[src/rtl/gates7_pkg.sv]
// gates7_pkg
// Shared definitions for the gates7 stimulus sequencer:
//   - state_e        : sequencer FSM state encoding
//   - IDX_*          : bit positions of each gate function within f_in
//   - gates7_expect  : expected seven-function output for a given (a, b)
package gates7_pkg;

    typedef enum logic [1:0] {
        IDLE = 2'd0,
        HOLD = 2'd1,
        ADV  = 2'd2,
        FIN  = 2'd3
    } state_e;

    localparam int IDX_AND  = 6;
    localparam int IDX_OR   = 5;
    localparam int IDX_NOT  = 4;
    localparam int IDX_NAND = 3;
    localparam int IDX_NOR  = 2;
    localparam int IDX_XOR  = 1;
    localparam int IDX_XNOR = 0;

    function automatic logic [6:0] gates7_expect(input logic a, input logic b);
        logic [6:0] f;
        f           = '0;
        f[IDX_AND]  = a & b;
        f[IDX_OR]   = a | b;
        f[IDX_NOT]  = ~a;
        f[IDX_NAND] = ~(a & b);
        f[IDX_NOR]  = ~(a | b);
        f[IDX_XOR]  = a ^ b;
        f[IDX_XNOR] = ~(a ^ b);
        return f;
    endfunction

endpackage

[src/rtl/gates7_ref.sv]
// gates7_ref
// Combinational golden model of the seven-function gate block.
// Ports:
//   a_i, b_i : gate inputs
//   f_o[6:0] : {and, or, not(a), nand, nor, xor, xnor}
module gates7_ref
    import gates7_pkg::*;
(
    input  logic       a_i,
    input  logic       b_i,
    output logic [6:0] f_o
);

    assign f_o = gates7_expect(a_i, b_i);

endmodule

[src/rtl/gates7_stim_seq.sv]
// gates7_stim_seq
// Clocked, restartable stimulus source for the seven-function gate block.
// Steps {b,a} through 00,01,10,11 for LOOPS passes, holding each vector
// STEP_CYCLES cycles followed by one advance cycle, and strobes `sample`
// in the last hold cycle of each vector.
//
// Optional feature (macro GATES7_CHECK_EN): at each sample, f_in is
// compared with the golden model and mismatching samples are counted in a
// saturating err_cnt. Without the macro err_cnt/err_flag are tied to 0
// and f_in is ignored; sequencing is identical.
//
// Ports:
//   clk, rst        : clock, asynchronous active-high reset
//   start           : one-cycle start pulse, honoured only when idle
//   f_in[6:0]       : gate block outputs {and,or,not,nand,nor,xor,xnor}
//   a, b            : stimulus to the gate block
//   vec_valid       : a/b hold a vector inside a run
//   sample          : last hold cycle strobe
//   busy, done      : run in progress, one-cycle completion pulse
//   err_cnt, err_flag : mismatch count for the current/last run, nonzero flag
module gates7_stim_seq
    import gates7_pkg::*;
#(
    parameter int STEP_CYCLES = 4,
    parameter int LOOPS       = 2,
    parameter int ERR_W       = 8
) (
    input  logic             clk,
    input  logic             rst,
    input  logic             start,
    input  logic [6:0]       f_in,
    output logic             a,
    output logic             b,
    output logic             vec_valid,
    output logic             sample,
    output logic             busy,
    output logic             done,
    output logic [ERR_W-1:0] err_cnt,
    output logic             err_flag
);

    localparam logic [7:0] HOLD_LAST = 8'(STEP_CYCLES - 1);
    localparam logic [7:0] LOOP_LAST = 8'(LOOPS - 1);

    state_e     state_q, state_d;
    logic [7:0] hold_q, hold_d;
    logic [7:0] loop_q, loop_d;
    logic [1:0] idx_q, idx_d;
    logic       done_q, done_d;
    logic       clr_err;
    logic       sample_en;

    always_ff @(posedge clk or posedge rst) begin
        if (rst) begin
            state_q <= IDLE;
            hold_q  <= '0;
            loop_q  <= '0;
            idx_q   <= '0;
            done_q  <= 1'b0;
        end else begin
            state_q <= state_d;
            hold_q  <= hold_d;
            loop_q  <= loop_d;
            idx_q   <= idx_d;
            done_q  <= done_d;
        end
    end

    always_comb begin
        state_d   = state_q;
        hold_d    = hold_q;
        loop_d    = loop_q;
        idx_d     = idx_q;
        done_d    = 1'b0;
        clr_err   = 1'b0;
        sample_en = 1'b0;
        case (state_q)
            IDLE: begin
                // A start landing on the done cycle is not taken; it must
                // still be present one cycle later to begin a new run.
                if (start && !done_q) begin
                    clr_err = 1'b1;
                    idx_d   = 2'd0;
                    hold_d  = '0;
                    loop_d  = '0;
                    state_d = HOLD;
                end
            end
            HOLD: begin
                if (hold_q == HOLD_LAST) begin
                    sample_en = 1'b1;
                    hold_d    = '0;
                    state_d   = ADV;
                end else begin
                    hold_d = hold_q + 8'd1;
                end
            end
            ADV: begin
                if (idx_q == 2'd3 && loop_q == LOOP_LAST) begin
                    state_d = FIN;
                end else begin
                    idx_d   = idx_q + 2'd1;
                    if (idx_q == 2'd3) begin
                        loop_d = loop_q + 8'd1;
                    end
                    state_d = HOLD;
                end
            end
            FIN: begin
                done_d  = 1'b1;
                idx_d   = 2'd0;
                loop_d  = '0;
                state_d = IDLE;
            end
            default: state_d = IDLE;
        endcase
    end

    assign a         = idx_q[0];
    assign b         = idx_q[1];
    assign vec_valid = (state_q == HOLD);
    assign sample    = sample_en;
    assign busy      = (state_q != IDLE);
    assign done      = done_q;

`ifdef GATES7_CHECK_EN
    logic [6:0]       exp_f;
    logic [ERR_W-1:0] err_q;

    gates7_ref u_ref (
        .a_i (idx_q[0]),
        .b_i (idx_q[1]),
        .f_o (exp_f)
    );

    always_ff @(posedge clk or posedge rst) begin
        if (rst) begin
            err_q <= '0;
        end else if (clr_err) begin
            err_q <= '0;
        end else if (sample_en && (f_in != exp_f) && (err_q != '1)) begin
            err_q <= err_q + ERR_W'(1);
        end
    end

    assign err_cnt  = err_q;
    assign err_flag = |err_q;
`else
    logic unused_chk;
    assign unused_chk = ^{f_in, clr_err};
    assign err_cnt    = '0;
    assign err_flag   = 1'b0;
`endif

endmodule

[config.mk]
export PLATFORM = sky130hd
export DESIGN_NAME = gates7_stim_seq
export DESIGN_NICKNAME = d
export VERILOG_FILES = /design/src/rtl/gates7_pkg.sv /design/src/rtl/gates7_ref.sv /design/src/rtl/gates7_stim_seq.sv
export SDC_FILE = /design/constraint.sdc
export NUM_CORES = 1
export LEC_CHECK = 0
export CAP_MARGIN = 20
export CORE_MARGIN = 2
export CORE_UTILIZATION = 43
export CTS_BUF_LIST = sky130_fd_sc_hd__clkbuf_8
export DETAILED_ROUTE_END_ITERATION = 10
export GPL_ROUTABILITY_DRIVEN = 0
export MAX_ROUTING_LAYER = met4
export PLACE_DENSITY = 0.76
export SLEW_MARGIN = 5
export SYNTH_ARGS = -nofsm -noshare
export SYNTH_HDL_FRONTEND = slang
export SYNTH_SLANG_ARGS = --single-unit
[constraint.sdc]
create_clock -name clk -period 2.3 [get_ports clk]
set_clock_uncertainty 0.15 [all_clocks]
set_input_delay 0.23 -clock clk [delete_from_list [all_inputs] [get_ports clk]]
set_output_delay 0.23 -clock clk [all_outputs]
set_load 0.02 [all_outputs]
==> results.py <==
metrics = {
    "outcome": {
        "status": "complete, no violations",
    },
    "grt": {
        "grt_pass1_wl_mm": 4.174,
        "grt_pass1_vias": 983,
        "grt_max_degree": 22,
        "gr-total-overflow": 0,
        "antenna_found_initial": 0,
        "grt.total_usage_pct": 16.46,
    },
    "clock_tree": {
        "cts.path.max_buffers": 2,
        "cts_buffers": 3,
        "cts-resized-gates": 1,
        "h-tree-depth": 1,
        "cts_sinks": 21,
        "post_cts_buffers": 0,
        "cts_tree": "built",
        "hold_buffers": 0,
        "root_buffer": "clkbuf_8",
        "path_clk_slew_ns": 0.08,
        "clock_latency_ns": 0.26,
    },
    "cells_and_area": {
        "areaGrowthSynthToFinish_pct": 11.70,
        "antenna_cells": 0,
        "nFillCells": 265,
        "drive_above_1_share_pct": 9.929,
        "layout.nets": 156,
    },
    "synthesis": {
        "async_flop_share_pct": 100.0,
        "syn-instance-count": 129,
        "netlist_area_um2": 1209,
        "ys_ff_latch": 21,
        "yosysWarnings": 0,
        "synth_top_flop_cell": "dfrtp_1",
        "synth_edf_count": 0,
        "ys_seq_area_share_pct": 43.48,
        "postSynthAreaPerCell_um2": 9.369,
        "synth.lib_cells_used.distinct": 41,
    },
    "die": {
        "core_um2": 2710,
        "die_h_um": 57.02,
        "pin_count": 25,
        "die_area_um2": 3251,
        "die_w_um": 57.02,
        "initial_core_util_pct": 44.60,
        "row_count": 19,
    },
    "power_and_ir_drop": {
        "powerDensity_nw_per_um2": 472.3,
        "power_leakage_nw": 0.5900,
        "ir_drop_mv": 0.3040,
        "power_mw": 0.6376,
    },
    "setup_path": {
        "critPathCaptureType": "register",
        "crit_path_cell_trace": "inv_1, ha_1, or4b_4, or4_4, nor3b_1, a21o_1",
        "crit_fanout": 4,
        "rr_startpoint": "loop_q[1]",
        "cp-startpoint": "loop_q[1]",
        "slowest_delay_ns": 0.52,
        "crit_slowest_cell": "or4_4",
        "cp_data_arrival_time_ns": 2.19,
        "worstSetupStartpointType": "register",
        "path_class": "reg2reg",
        "required_ns": 2.30,
    },
    "sta": {
        "final_max_slew_viol_count": 0,
        "hold_viol": 0,
        "setup_violations": 0,
        "fin_tns_setup_ns": 0,
        "whs_ns": 0.1481,
        "max_freq_mhz": 457.0,
        "fin_crit_sh_pct": 95.13,
        "fin_crit_ns": 2.188,
        "rsz0062_at_grt": "no",
    },
    "placed_design": {
        "hpwl_mm": 1.752,
        "port_buffers": 8,
    },
    "drt": {
        "first_pass_iters": 4,
        "route.vias.total": 971,
        "wl_per_cell_um": 13.77,
        "drt_iter0_markers": 26,
        "drc": 0,
        "routed_via_density": 5.645,
        "antenna_left": 0,
        "drt-total-wl_mm": 2.368,
    },
    "flow_run": {
        "drv_cap": 0,
    },
    "worst_hold_path": {
        "hold_class": "in2async",
    },
}
-- synthesized netlist by cell type (2+ instances only) --
library cell,instances,share of area (%)
nand3_1,3,1.2
a31oi_1,6,3.1
buf_4,9,5.6
o21a_1,2,1.2
nand2_1,7,2.2
or3_1,2,1.0
inv_1,7,2.2
nand2b_1,3,1.6
o21ai_0,10,4.1
a22o_1,2,1.4
nor2_1,10,3.1
nor2b_1,2,1.0
and3_1,4,2.1
dfrtp_1,21,43
clkbuf_1,3,0.93
and2_1,2,1.0
a2bb2oi_1,2,1.4
ha_1,4,4.1
a21oi_1,7,2.9
a21o_1,2,1.2
-- logic make-up after synthesis --
family | count (synthesis) | synth area share, %
and+or+nand+nor | 41 | 18.94
AOI/OAI and AO/OA | 40 | 21.95
DFF | 21 | 43.48
buffers and inverters | 19 | 8.696
adders and majority gates | 4 | 4.141
muxes | 2 | 1.760
other | 1 | 0.3103
xor gates and xnor gates | 1 | 0.7248
-- layout by cell type (no fill, tap or decap), types with 2 or more instances in the layout --
cell type,synthesis,routed
a21o_1,2,2
ha_1,4,4
nor2b_1,2,2
nand3_1,3,3
and2_1,2,2
o21ai_0,10,10
clkdlybuf4s50_1,0,7
o21a_1,2,2
nand2b_1,3,3
a22o_1,2,2
clkbuf_8,0,3
conb_1,1,9
a21oi_1,7,7
nand2_1,7,7
a2bb2oi_1,2,2
and3_1,4,4
nor2_1,10,10
buf_4,9,4
dfrtp_1,21,21
inv_1,7,7
a31oi_1,6,6
or3_1,2,2
-- worst max-delay path: cells and delay by family, from the launching register on --
| kind | cells | cell delay, ns |
|---|---|---|
| AO/OA/AOI/OAI | 1 | 0.15 |
| adder cells (fa/ha/maj) | 1 | 0.12 |
| buffers and inverters | 1 | 0.07 |
| flip-flops | 1 | 0.42 |
| AND/OR/NAND/NOR | 3 | 1.16 |
-- metrics by stage --
step                setup slack, ns  instance area, µm²  std cells  util, %
floorplan                    0.2241                1239        137        -
global placement            0.08965                1309        168    48.29
global route                0.02187                1350        172    49.82
detailed placement          0.08774                1309        168    48.29
finish                       0.1119                1350        172    49.82
CTS                         0.06541                1354        172    49.95
-- sequential cells by signal, summed over array words and instances, names as in the netlist --
name / flops
state_q: 2
idx_q: 2
loop_q: 8
hold_q: 8
done: 1
-- where the power goes --
part / leakage [nW] / switching, mW / internal [mW]
combinational: 0.333 / 0.0214 / 0.00463
clock: 0.0255 / 0.122 / 0.121
sequential: 0.231 / 0 / 0.369
total: 0.590 / 0.144 / 0.494
-- per-layer routing --
| metal | up-vias | GRT usage [%] | wire length (µm) |
|---|---|---|---|
| met2 | 18 | 31.53 | 1293 |
| met4 | 0 | 2.326 | 0 |
| li1 | 469 | - | - |
| met1 | 484 | 17.68 | 998 |
| met5 | - | - | 0 |
| met3 | 0 | 3.401 | 76 |
-- final cells by class --
type / instances / area [µm²] / area share (%)
Inverter: 7 / 26.28 / 1.946
Sequential cell: 21 / 525.5 / 38.93
Timing Repair Buffer: 12 / 105.1 / 7.785
Multi-Input combinational cell: 97 / 608.1 / 45.04
Tap cell: 31 / 38.79 / 2.873
Clock buffer: 3 / 41.29 / 3.058
Clock inverter: 1 / 5.005 / 0.3707
-- path summary, 6_finish.rpt --
| kind | slack, ns | endpoint | cells past startpoint |
|---|---|---|---|
| worst max-delay path | 0.11 | idx_q[0] | 6 |
| worst min-delay path | 0.15 | hold_q[6] | 3 |
| worst max register to register | 0.11 | idx_q[0] | 6 |
| worst min register to register | 0.35 | loop_q[7] | 1 |
| max in group asynchronous | 1.63 | state_q[0] | 3 |
| min in group clk | 0.35 | loop_q[7] | 1 |
(Power assumes the default switching activity.)
